$ cat config.mk
export PLATFORM = sky130hd
export DESIGN_NAME = alu_share_arbiter
export DESIGN_NICKNAME = d
export VERILOG_FILES = /design/src/rtl/alu_share_arbiter.sv
export SDC_FILE = /design/constraint.sdc
export NUM_CORES = 1
export LEC_CHECK = 0
export BUFFER_PORTS_ARGS = -buffer_cell sky130_fd_sc_hd__clkbuf_2
export CAP_MARGIN = 20
export CORE_ASPECT_RATIO = 1.5
export CORE_MARGIN = 5
export CORE_UTILIZATION = 45
export CTS_CLUSTER_SIZE = 16
export DETAILED_ROUTE_END_ITERATION = 12
export PLACE_DENSITY = 0.78
export SETUP_SLACK_MARGIN = 0.5
export SLEW_MARGIN = 10
export SYNTH_ARGS = -nofsm -noshare
export SYNTH_HDL_FRONTEND = slang
export SYNTH_SLANG_ARGS = --single-unit
export TNS_END_PERCENT = 1
$ cat constraint.sdc
create_clock -name clk -period 2.88 [get_ports clk]
set_input_delay 0.576 -clock clk [delete_from_list [all_inputs] [get_ports clk]]
set_output_delay 0.576 -clock clk [all_outputs]
set_load 0.1 [all_outputs]
$ cat src/rtl/alu_share_arbiter.sv
// alu_share_arbiter
// Time-shares one external combinational ALU between two clients. Each
// accepted operation takes three cycles: accept (IDLE), ALU settle and
// result capture (EXEC), then a one-cycle response strobe (RESP).
// Arbitration is round-robin; opcodes the ALU does not implement are
// still executed but flagged through rsp_err.

module alu_share_arbiter #(
  parameter int DATA_WIDTH = 32,
  parameter int OP_WIDTH   = 4
) (
  input  logic                  clk,
  input  logic                  reset,

  input  logic                  req0_valid,
  output logic                  req0_ready,
  input  logic [OP_WIDTH-1:0]   req0_op,
  input  logic [DATA_WIDTH-1:0] req0_a,
  input  logic [DATA_WIDTH-1:0] req0_b,

  input  logic                  req1_valid,
  output logic                  req1_ready,
  input  logic [OP_WIDTH-1:0]   req1_op,
  input  logic [DATA_WIDTH-1:0] req1_a,
  input  logic [DATA_WIDTH-1:0] req1_b,

  output logic [OP_WIDTH-1:0]   alu_op,
  output logic [DATA_WIDTH-1:0] alu_a,
  output logic [DATA_WIDTH-1:0] alu_b,
  input  logic [DATA_WIDTH-1:0] alu_result,
  input  logic                  alu_zero,

  output logic                  rsp0_valid,
  output logic                  rsp1_valid,
  output logic [DATA_WIDTH-1:0] rsp_result,
  output logic                  rsp_zero,
  output logic                  rsp_err
);

  // state | meaning
  // ------+---------------------------------------------------------------
  // IDLE  | arbitrate; the winner sees ready and its operands are captured
  // EXEC  | captured operands drive the ALU; result/zero/err sampled at end
  // RESP  | rsp{owner}_valid pulses for this single cycle; always to IDLE
  typedef enum logic [1:0] {
    IDLE = 2'd0,
    EXEC = 2'd1,
    RESP = 2'd2
  } state_t;

  // Codes 0..4 (AND, OR, NOR, ADD, SUB) are the ones the ALU implements.
  localparam logic [OP_WIDTH-1:0] OP_LAST_SUPPORTED = OP_WIDTH'(4);

  state_t                state;
  logic                  last_grant;
  logic                  owner;
  logic [OP_WIDTH-1:0]   op_q;
  logic [DATA_WIDTH-1:0] a_q;
  logic [DATA_WIDTH-1:0] b_q;
  logic [DATA_WIDTH-1:0] result_q;
  logic                  zero_q;
  logic                  err_q;
  logic                  rsp0_q;
  logic                  rsp1_q;

  logic                  grant0;
  logic                  grant1;
  logic                  op_unsupported;
  logic [OP_WIDTH-1:0]   win_op;
  logic [DATA_WIDTH-1:0] win_a;
  logic [DATA_WIDTH-1:0] win_b;

  // Round-robin grant: a lone requester always wins; under contention the
  // client that did not win last time is served.
  always_comb begin
    grant0 = 1'b0;
    grant1 = 1'b0;
    if (state == IDLE) begin
      grant0 = req0_valid && (!req1_valid || last_grant);
      grant1 = req1_valid && (!req0_valid || !last_grant);
    end
  end

  // Operand mux for the winning client; only meaningful when a grant is up.
  always_comb begin
    win_op = req0_op;
    win_a  = req0_a;
    win_b  = req0_b;
    if (grant1) begin
      win_op = req1_op;
      win_a  = req1_a;
      win_b  = req1_b;
    end
  end

  assign op_unsupported = (op_q > OP_LAST_SUPPORTED);

  // Ready is combinational from IDLE, and held low while reset is asserted
  // so a client never sees a handshake the flops are not going to take.
  assign req0_ready = grant0 && reset;
  assign req1_ready = grant1 && reset;

  // Sequencer: operand capture, result capture and response strobe.
  always_ff @(posedge clk or negedge reset) begin
    if (!reset) begin
      state      <= IDLE;
      last_grant <= 1'b1;
      owner      <= 1'b0;
      op_q       <= '0;
      a_q        <= '0;
      b_q        <= '0;
      result_q   <= '0;
      zero_q     <= 1'b0;
      err_q      <= 1'b0;
      rsp0_q     <= 1'b0;
      rsp1_q     <= 1'b0;
    end else begin
      rsp0_q <= 1'b0;
      rsp1_q <= 1'b0;
      case (state)
        IDLE: begin
          if (grant0 || grant1) begin
            op_q       <= win_op;
            a_q        <= win_a;
            b_q        <= win_b;
            owner      <= grant1;
            last_grant <= grant1;
            state      <= EXEC;
          end
        end
        EXEC: begin
          // Unsupported codes pass the ALU result through untouched but
          // never report zero, so a client cannot mistake them for a match.
          result_q <= alu_result;
          zero_q   <= alu_zero && !op_unsupported;
          err_q    <= op_unsupported;
          rsp0_q   <= !owner;
          rsp1_q   <= owner;
          state    <= RESP;
        end
        RESP: begin
          state <= IDLE;
        end
        default: begin
          state <= IDLE;
        end
      endcase
    end
  end

  assign alu_op     = op_q;
  assign alu_a      = a_q;
  assign alu_b      = b_q;
  assign rsp_result = result_q;
  assign rsp_zero   = zero_q;
  assign rsp_err    = err_q;
  assign rsp0_valid = rsp0_q;
  assign rsp1_valid = rsp1_q;

endmodule

; Word level (Yosys, flattened, before mapping)
; Cells that the tools add are included.
[totals]
reg_bits = 108
inputBits = 173
output_inout_bits = 106
word_cells = 38
[classes]
order_cmp = 1
n_eq_ne = 2
muxes = 9
reduce_logical = 15
[op_table]
columns = cell, n
row1 = $mux W32, 2
row2 = $logic_and A1 B1 Y1, 5
row3 = $logic_not A1 Y1, 5
row4 = $gt A4 B3 Y1 const B, 1
row5 = $mux W1, 4
row6 = $mux W4, 1
row7 = $pmux W2 S2, 1
row8 = $logic_or A1 B1 Y1, 3
row9 = $eq A2 B1 Y1 const B, 1
row10 = $logic_not A2 Y1, 1
row11 = $mux W2, 1
row12 = $ne A2 B1 Y1 const B, 1
row13 = $reduce_and A2 Y1, 1

; Depth between registers and ports, before layout
; Gate-level depths: netlist of run 1.
[depth]
ltp_word = 7
mapped_depth = 6
depth_no_buf = 4

; Worst setup path after synthesis of run 1
; Ideal clock, no wire load.
[synth_path]
path_kind = input port to output port
start = input req1_valid
end = output req1_ready
arrival_ps = 1924
required_time_ps = 2304
setup_slack_ps = 380
stages = 3
n_path_buf = 1
path_cell_list = nor3b_4 -> buf_6 -> and3_1
[synth_between]
elab_chain_cells = 3
[synth_rtl]
columns = element, line
row1 = from (decl), 21  ; input logic req1_valid,
row2 = $logic_and A1 B1 Y1, 80  ; grant1 = req1_valid && (!req0_valid || !last_grant);
row3 = $mux W1, 78  ; if (state == IDLE) begin
row4 = $logic_and A1 B1 Y1, 101  ; assign req1_ready = grant1 && reset;
row5 = to (decl), 22  ; output logic req1_ready,
; No other way between the ends.

; Final worst setup path of run 1
[layout_path]
start = register last_grant
end = output req0_ready
[layout_between]
elab_chain_cells = 4
[layout_rtl]
columns = element, line
row1 = from (decl), 55  ; logic last_grant;
row2 = from (signal assigned), 127  ; last_grant <= grant1;
row3 = $logic_or A1 B1 Y1, 79  ; grant0 = req0_valid && (!req1_valid || last_grant);
row4 = $logic_and A1 B1 Y1, 79
row5 = $mux W1, 78
row6 = $logic_and A1 B1 Y1, 100  ; assign req0_ready = grant0 && reset;
row7 = to (decl), 16  ; output logic req0_ready,
; No other way between the ends.

==> impl_results.html, run 1 <==
<table>
<tr><th>Metric</th><th>Value</th></tr>
<tr><th colspan="2">Synth</th></tr>
<tr><td>Top post-synthesis cells by area</td><td>sky130_fd_sc_hd__dfrtp_1 (50%), sky130_fd_sc_hd__o2111ai_1 (11%), sky130_fd_sc_hd__nand3b_1 (9.5%)</td></tr>
<tr><td>Cell count after synthesis</td><td>about 570</td></tr>
<tr><td>Synth area leader</td><td>sky130_fd_sc_hd__dfrtp_1</td></tr>
<tr><td>Synth cell count leaders</td><td>sky130_fd_sc_hd__dfrtp_1 (107), sky130_fd_sc_hd__nand2_1 (98), sky130_fd_sc_hd__and3_1 (69), sky130_fd_sc_hd__o21ai_1 (69)</td></tr>
<tr><td>Post-Synthesis Cell Area</td><td>around 5400 um^2</td></tr>
<tr><td>Number of library cell types mapped by synthesis</td><td>25</td></tr>
<tr><td>Fraction of synthesized cell area taken by the top area cell type</td><td>~50%</td></tr>
<tr><td>Synthesized area divided by synthesized cell count</td><td>between 9 and 10 um^2</td></tr>
<tr><td>Number of warnings issued by yosys</td><td>0</td></tr>
<tr><td>Cell with the most instances after synthesis</td><td>sky130_fd_sc_hd__dfrtp_1</td></tr>
<tr><td>Top flip-flop cell by instance count after synthesis</td><td>sky130_fd_sc_hd__dfrtp_1</td></tr>
<tr><td>Sequential area share after synthesis</td><td>between 50% and 60%</td></tr>
<tr><td>Post-synth EDFFs</td><td>0</td></tr>
<tr><td>Ys async rst share</td><td>100.0%</td></tr>
<tr><td>Number of flip-flops and latches in the synthesized netlist</td><td>108</td></tr>
<tr><td>Synth Net Count</td><td>approximately 740</td></tr>
<tr><th colspan="2">Route</th></tr>
<tr><td>Number of design rule violations left after detail routing</td><td>0</td></tr>
<tr><td>Avg WL per Cell</td><td>between 15 and 20 um</td></tr>
<tr><td>Initial DRC Count</td><td>between 400 and 500</td></tr>
<tr><td>Detailed Routing Iterations Pass 1</td><td>5</td></tr>
<tr><td>Remaining antenna violation count</td><td>0</td></tr>
<tr><td>Number of vias per cell</td><td>5.792</td></tr>
<tr><td>Number of vias after detailed routing</td><td>between 5000 and 6000</td></tr>
<tr><td>Post-Route WL</td><td>18170 um</td></tr>
<tr><th colspan="2">Worst setup path</th></tr>
<tr><td>R2r setup slk</td><td>around 1.1 ns</td></tr>
<tr><td>Worst-path maximum fanout</td><td>4</td></tr>
<tr><td>Cell Chain, Critical Path</td><td>nand2b_1, and4_1, buf_12</td></tr>
<tr><td>Worst EP required</td><td>2.30 ns</td></tr>
<tr><td>Kind of end point of the critical path</td><td>primary output</td></tr>
<tr><td>Nature of the critical path startpoint</td><td>flop</td></tr>
<tr><td>CP peak stage delay</td><td>0.58 ns</td></tr>
<tr><td>Critical Setup Path Class</td><td>flop to primary output</td></tr>
<tr><td>Cell at the slowest stage of the critical path</td><td>sky130_fd_sc_hd__dfstp_2</td></tr>
<tr><td>Reg-to-reg critical path startpoint</td><td>state[1]$_DFFE_PN0P_</td></tr>
<tr><td>Number of cell instances on the worst register-to-register path</td><td>5</td></tr>
<tr><td>Critical R2R Capture</td><td>rsp_result[1]$_DFFE_PN0N_</td></tr>
<tr><td>Endpoint arrival time on the critical path</td><td>1.53 ns</td></tr>
<tr><th colspan="2">Timing</th></tr>
<tr><td>Peak clock frequency supported by timing</td><td>~480 MHz</td></tr>
<tr><td>Min cycle time layout</td><td>between 2 and 2.5 ns</td></tr>
<tr><td>Final hold violation count</td><td>0</td></tr>
<tr><td>Final clock period utilization by the worst path</td><td>around three quarters</td></tr>
<tr><td>Setup TNS</td><td>0 ns</td></tr>
<tr><td>Clock tree skew after final layout</td><td>between 0.007 and 0.008 ns</td></tr>
<tr><td>Setup repair after global routing missed its margin</td><td>no</td></tr>
<tr><td>Final setup violation count</td><td>0</td></tr>
<tr><td>Worst slew slack as a fraction of its limit</td><td>about half</td></tr>
<tr><td>Slew at the pin closest to its max-slew limit</td><td>approximately 0.76 ns</td></tr>
<tr><td>Final Slew Violations</td><td>0</td></tr>
<tr><th colspan="2">Clocking</th></tr>
<tr><td>CTS root buf</td><td>sky130_fd_sc_hd__clkbuf_16</td></tr>
<tr><td>Resized Gates After CTS</td><td>0</td></tr>
<tr><td>Clock latency on the worst-skew pair</td><td>0.35 ns</td></tr>
<tr><td>CTS Sinks</td><td>approximately 110</td></tr>
<tr><td>Cts bufs inserted</td><td>9</td></tr>
<tr><td>Clock-pin transition on the worst setup and hold timing paths</td><td>~0.070 ns</td></tr>
<tr><td>Hold buffer count at cts</td><td>0</td></tr>
<tr><td>Clock tree from TritonCTS</td><td>done</td></tr>
<tr><td>Post-CTS setup buffer count</td><td>0</td></tr>
<tr><td>H-tree level count</td><td>3</td></tr>
<tr><td>Number of buffers on the longest clock path</td><td>2</td></tr>
<tr><th colspan="2">Global routing</th></tr>
<tr><td>Initial antenna violation count</td><td>0</td></tr>
<tr><td>Overall Global Routing Usage</td><td>between 20 and 25%</td></tr>
<tr><td>Aggregate global routing overflow</td><td>0</td></tr>
<tr><td>Largest net degree at the start of global routing</td><td>71</td></tr>
<tr><td>Global-route wire length before repair</td><td>roughly 29000 um</td></tr>
<tr><td>Vias in the first global route</td><td>5691</td></tr>
<tr><th colspan="2">Placed design</th></tr>
<tr><td>Final HPWL DP</td><td>around 13000 um</td></tr>
<tr><td>Final weighted congestion in routability-driven placement</td><td>around 0.89</td></tr>
<tr><td>Port-buffer cells</td><td>278</td></tr>
<tr><th colspan="2">Final layout</th></tr>
<tr><td>Ant. Diodes</td><td>0</td></tr>
<tr><td>Area added between synthesis and finish</td><td>31.99%</td></tr>
<tr><td>Number of nets in the final layout</td><td>roughly 1000</td></tr>
<tr><td>Share of final-layout standard cells stronger than drive strength 1</td><td>between 30% and 40%</td></tr>
<tr><td>Share of the core filled with cells in the final layout</td><td>approximately three fifths</td></tr>
<tr><td>Area occupied by multi-input gates</td><td>approximately 2400 um^2</td></tr>
<tr><td>Area taken by flip-flops and latches</td><td>about 2700 um^2</td></tr>
<tr><td>Layout fillers</td><td>approximately 1000</td></tr>
<tr><th colspan="2">Floorplan</th></tr>
<tr><td>Number of core rows</td><td>49</td></tr>
<tr><td>Starting density of the core</td><td>between 40% and 50%</td></tr>
<tr><td>Core area</td><td>about 12000 um^2</td></tr>
<tr><td>Overall die height</td><td>144.0 um</td></tr>
<tr><td>Die X-Extent</td><td>99.32 um</td></tr>
<tr><td>IO Count</td><td>279</td></tr>
<tr><td>Total die area</td><td>approximately 14000 um^2</td></tr>
<tr><th colspan="2">Run status</th></tr>
<tr><td>Run status</td><td>complete, no violations</td></tr>
<tr><th colspan="2">Flow run</th></tr>
<tr><td>Number of maximum-capacitance constraint violations</td><td>0</td></tr>
<tr><th colspan="2">Worst hold path</th></tr>
<tr><td>Class of the most critical hold timing path</td><td>input pin to asynchronous set/reset pin</td></tr>
</table>
[stage by stage]
step | std cells | hold slack, ns | setup WS (ns) | instance area, um^2
4_1_cts | 961 | 0.03222 | 0.7619 | 7108
5_1_grt | 961 | 0.03025 | 0.7170 | 7108
3_3_place_gp | 945 | 0.4113 | 0.8419 | 6824
3_5_place_dp | 945 | 0.4109 | 0.8222 | 6824
6_report | 961 | 0.04501 | 0.7767 | 7108
2_1_floorplan | 566 | 0.2804 | 0.4581 | 5386
[cell usage in the layout (no fill, tap or decap), types with 3 or more instances in the layout]
cell	n
sky130_fd_sc_hd__clkbuf_2	275
sky130_fd_sc_hd__dfrtp_1	107
sky130_fd_sc_hd__nand2_1	97
sky130_fd_sc_hd__o21ai_1	69
sky130_fd_sc_hd__and3_1	68
sky130_fd_sc_hd__o2111ai_1	68
sky130_fd_sc_hd__nand3b_1	68
sky130_fd_sc_hd__buf_4	14
sky130_fd_sc_hd__clkbuf_16	9
sky130_fd_sc_hd__nor2_1	4
sky130_fd_sc_hd__buf_12	3
[metal layers]
metal | wire length, um | GRT usage [%]
met4 | 525 | 9.568
met1 | 6881 | 30.78
met5 | 0 | 0
met2 | 9266 | 42.10
met3 | 1499 | 5.840
[critical path, delay by kind of cell (launching register included)]
kind	cells	cell delay (ns)
AND/OR/NAND/NOR	2	0.42
flip-flops	1	0.58
buffers and inverters	1	0.19
[registers in the layout, summed over array words and instances (netlist names)]
name and flops:
last_grant 1, rsp_zero 1, alu_b 32, alu_op 4
owner 1, state 2, rsp1_valid 1, rsp_err 1
rsp0_valid 1, alu_a 32, rsp_result 32
[how the worst max path moves through the flow]
stage,depth (start not counted),endpoint,start,slack (ns)
2_1_floorplan,3,req0_ready,req0_valid,0.46
5_1_grt,3,req0_ready,last_grant$_DFFE_PN1P_,0.72
6_report,3,req0_ready,last_grant$_DFFE_PN1P_,0.78
4_1_cts,3,req0_ready,last_grant$_DFFE_PN1P_,0.76
3_5_place_dp,3,req0_ready,req0_valid,0.82
3_3_place_gp,3,req0_ready,req0_valid,0.84
[logic make-up (layout without fill, tap and decap cells)]
kind of cell	count (synthesis)	after routing	share of synthesized area, %
AOI/OAI and AO/OA	141	141	17.96
and+or+nand+nor	248	248	25.86
buffers and inverters	69	311	5.971
DFF	108	108	50.21
[final cells by class]
class | count | share of cell area, %
Clock buffer | 10 | 3.221
Tap cell | 153 | 2.693
Inverter | 3 | 0.1584
Clock inverter | 6 | 0.7745
Sequential cell | 108 | 38.04
Timing Repair Buffer | 292 | 21.69
Multi-Input combinational cell | 389 | 33.43
Power of run 1 is left out: the tool's default activity adds up to more than one toggle a clock period on the data nets, which glitch-free logic cannot reach.
==> run 2, diff against run 1 <==
==> constraint.sdc (replaced) <==
create_clock -name clk -period 2.1 [get_ports clk]
set_input_delay 0.42 -clock clk [delete_from_list [all_inputs] [get_ports clk]]
set_output_delay 0.42 -clock clk [all_outputs]
set_load 0.1 [all_outputs]
==> run 2 against run 1 <==
Compared with the run above:
- cell count up 1.0%
- routed wire length grew 2.5%
- critical path depth did not move
- clock-buffer cell count grew 2
- setup slack worse by 0.57 ns
- clock skew up 0.0026 ns
==> impl_results.html, run 2 (synthesis gave the netlist of run 1 again) <==
<table>
<tr><th>Metric</th><th>Value</th></tr>
<tr><th colspan="2">Floorplan</th></tr>
<tr><td>Number of core rows</td><td>49 (unchanged)</td></tr>
<tr><td>Core area</td><td>11890 um^2 (unchanged)</td></tr>
<tr><td>Starting density of the core</td><td>45.28% (unchanged)</td></tr>
<tr><td>Total die area</td><td>14300 um^2 (unchanged)</td></tr>
<tr><td>Overall die height</td><td>144.0 um (unchanged)</td></tr>
<tr><td>IO Count</td><td>279 (unchanged)</td></tr>
<tr><td>Die X-Extent</td><td>99.32 um (unchanged)</td></tr>
<tr><th colspan="2">Final layout</th></tr>
<tr><td>Ant. Diodes</td><td>0 (unchanged)</td></tr>
<tr><td>Area added between synthesis and finish</td><td>35.41%</td></tr>
<tr><td>Most frequent standard cell in the layout excluding fill and tap cells</td><td>sky130_fd_sc_hd__clkbuf_2</td></tr>
<tr><td>Layout fillers</td><td>1019 (-0.59%)</td></tr>
<tr><td>Number of nets in the final layout</td><td>986 (+1.0%)</td></tr>
<tr><td>Share of final-layout standard cells stronger than drive strength 1</td><td>40.10% (+0.99 points)</td></tr>
<tr><td>Leading cell types in the layout, fill and taps excluded</td><td>sky130_fd_sc_hd__clkbuf_2 (275), sky130_fd_sc_hd__dfrtp_1 (106), sky130_fd_sc_hd__nand2_1 (97), sky130_fd_sc_hd__o21ai_1 (69)</td></tr>
<tr><th colspan="2">Clocking</th></tr>
<tr><td>CTS Sinks</td><td>108 (unchanged)</td></tr>
<tr><td>CTS root buf</td><td>sky130_fd_sc_hd__clkbuf_16</td></tr>
<tr><td>H-tree level count</td><td>3 (unchanged)</td></tr>
<tr><td>Clock tree from TritonCTS</td><td>done</td></tr>
<tr><td>Hold buffer count at cts</td><td>0 (unchanged)</td></tr>
<tr><td>Number of buffers on the longest clock path</td><td>2 (unchanged)</td></tr>
<tr><td>Clock latency on the worst-skew pair</td><td>0.34 ns (about the same)</td></tr>
<tr><td>Cts bufs inserted</td><td>9 (unchanged)</td></tr>
<tr><td>Clock-pin transition on the worst setup and hold timing paths</td><td>0.08 ns (about the same)</td></tr>
<tr><th colspan="2">Timing</th></tr>
<tr><td>Worst slew slack as a fraction of its limit</td><td>61.68% (+12 points)</td></tr>
<tr><td>Clock tree skew after final layout</td><td>0.01055 ns (+0.002602 ns)</td></tr>
<tr><td>Setup repair after global routing missed its margin</td><td>yes</td></tr>
<tr><td>Final hold violation count</td><td>0 (unchanged)</td></tr>
<tr><td>Final setup violation count</td><td>0 (unchanged)</td></tr>
<tr><td>Min cycle time layout</td><td>about 1.9 ns</td></tr>
<tr><td>Final Slew Violations</td><td>0 (unchanged)</td></tr>
<tr><td>Peak clock frequency supported by timing</td><td>about 530 MHz</td></tr>
<tr><td>Slew at the pin closest to its max-slew limit</td><td>0.5740 ns (-0.1856 ns)</td></tr>
<tr><td>Setup TNS</td><td>0 ns (unchanged)</td></tr>
<tr><td>Final clock period utilization by the worst path</td><td>between 90% and 100%</td></tr>
<tr><th colspan="2">Worst setup path</th></tr>
<tr><td>Worst EP required</td><td>1.68 ns (-0.62 ns)</td></tr>
<tr><td>R2r setup slk</td><td>0.43 ns (-0.70 ns)</td></tr>
<tr><td>Cell at the slowest stage of the critical path</td><td>sky130_fd_sc_hd__dfstp_2</td></tr>
<tr><td>Number of cell instances on the worst register-to-register path</td><td>4 (-1)</td></tr>
<tr><td>Endpoint arrival time on the critical path</td><td>1.48 ns (-0.05 ns)</td></tr>
<tr><td>Kind of end point of the critical path</td><td>primary output</td></tr>
<tr><td>Nature of the critical path startpoint</td><td>flop</td></tr>
<tr><td>Reg-to-reg critical path startpoint</td><td>state[1]$_DFFE_PN0P_</td></tr>
<tr><td>Critical R2R Capture</td><td>alu_a[13]$_DFFE_PN0P_</td></tr>
<tr><td>Worst-path maximum fanout</td><td>4 (unchanged)</td></tr>
<tr><td>CP peak stage delay</td><td>0.59 ns (about the same)</td></tr>
<tr><td>Cell Chain, Critical Path</td><td>nand2b_4, and4_4, buf_12</td></tr>
<tr><td>Critical Setup Path Class</td><td>flop to primary output</td></tr>
<tr><th colspan="2">Placed design</th></tr>
<tr><td>Final HPWL DP</td><td>13270 um (+2.8%)</td></tr>
<tr><td>Port-buffer cells</td><td>278 (unchanged)</td></tr>
<tr><td>Final weighted congestion in routability-driven placement</td><td>0.8717 (-1.9%)</td></tr>
<tr><th colspan="2">Flow run</th></tr>
<tr><td>Number of maximum-capacitance constraint violations</td><td>0 (unchanged)</td></tr>
<tr><th colspan="2">Route</th></tr>
<tr><td>Number of vias per cell</td><td>5.766 (-0.44%)</td></tr>
<tr><td>Avg WL per Cell</td><td>19.18 um (+1.4%)</td></tr>
<tr><td>Post-Route WL</td><td>18620 um (+2.5%)</td></tr>
<tr><td>Number of vias after detailed routing</td><td>5599 (+0.59%)</td></tr>
<tr><td>Detailed Routing Iterations Pass 1</td><td>5 (unchanged)</td></tr>
<tr><td>Initial DRC Count</td><td>257 (-42%)</td></tr>
<tr><td>Number of design rule violations left after detail routing</td><td>0 (unchanged)</td></tr>
<tr><td>Remaining antenna violation count</td><td>0 (unchanged)</td></tr>
<tr><th colspan="2">Run status</th></tr>
<tr><td>Run status</td><td>complete, no violations</td></tr>
<tr><th colspan="2">Global routing</th></tr>
<tr><td>Vias in the first global route</td><td>5704 (+0.23%)</td></tr>
<tr><td>Global-route wire length before repair</td><td>28920 um (+0.84%)</td></tr>
<tr><td>Aggregate global routing overflow</td><td>0 (unchanged)</td></tr>
<tr><td>Largest net degree at the start of global routing</td><td>80 (+13%)</td></tr>
<tr><td>Overall Global Routing Usage</td><td>25.22% (+0.38 points)</td></tr>
<tr><td>Initial antenna violation count</td><td>0 (unchanged)</td></tr>
<tr><th colspan="2">Worst hold path</th></tr>
<tr><td>Class of the most critical hold timing path</td><td>input pin to asynchronous set/reset pin</td></tr>
</table>
[run 2: worst max path at each step]
| stage | start | end | slack (ns) |
|---|---|---|---|
| global route | last_grant$_DFFE_PN1P_ | req0_ready | 0.17 |
| CTS | last_grant$_DFFE_PN1P_ | req0_ready | 0.20 |
| detailed placement | req1_valid | alu_a[12]$_DFFE_PN0P_ | 0.24 |
| floorplan | state[0]$_DFFE_PN0P_ | req1_ready | 0.32 |
| finish | last_grant$_DFFE_PN1P_ | req0_ready | 0.20 |
| global placement | req1_valid | alu_b[14]$_DFFE_PN0P_ | 0.30 |
[run 2: layout make-up]
cell class | instances | area (um^2) | share of cell area [%]
Clock buffer | 12 | 246.5 | 3.380
Clock inverter | 4 | 56.30 | 0.7721
Inverter | 3 | 11.26 | 0.1544
Multi-Input combinational cell | 389 | 2390 | 32.77
Sequential cell | 108 | 2705 | 37.10
Tap cell | 153 | 191.4 | 2.625
Timing Repair Buffer | 302 | 1692 | 23.20
[run 2: critical path, delay by kind of cell, from the launching register on]
kind                   cells  cell delay (ns)
buffers and inverters      1             0.17
flip-flops                 1             0.59
AND/OR/NAND/NOR            2             0.37
[run 2: stage by stage]
step	util (%)	hold slack (ns)	instances	instance area, um^2	worst slack [ns]
2_1_floorplan	-	0.1244	566	5394	0.3166
3_3_place_gp	57.72	0.4328	948	6865	0.3038
3_5_place_dp	57.72	0.4402	948	6865	0.2392
4_1_cts	60.96	0.1382	969	7251	0.2029
5_1_grt	61.31	0.1719	971	7292	0.1741
6_report	61.31	0.1309	971	7292	0.2048
[run 2: what timing repair did]
action | 4_1_cts | 5_1_grt
setup endpoints to repair | 93 | 146
cloned | 1 | 0
endpoints found under the hold margin | 0 | 0
buffers inserted | 4 | 0
gates resized for setup | 4 | 1
pin swaps | 1 | 0
[run 2: routing by layer]
| metal | part of all wire (%) | up-vias | track usage (%) |
|---|---|---|---|
| met3 | 7.1 | 51 | 3.861 |
| met2 | 50 | 291 | 42.78 |
| met4 | 4.4 | 0 | 12.01 |
| met1 | 38 | 2687 | 31.60 |
| li1 | - | 2570 | - |
| met5 | 0 | - | 0 |
Power of run 2 is left out for the same reason.
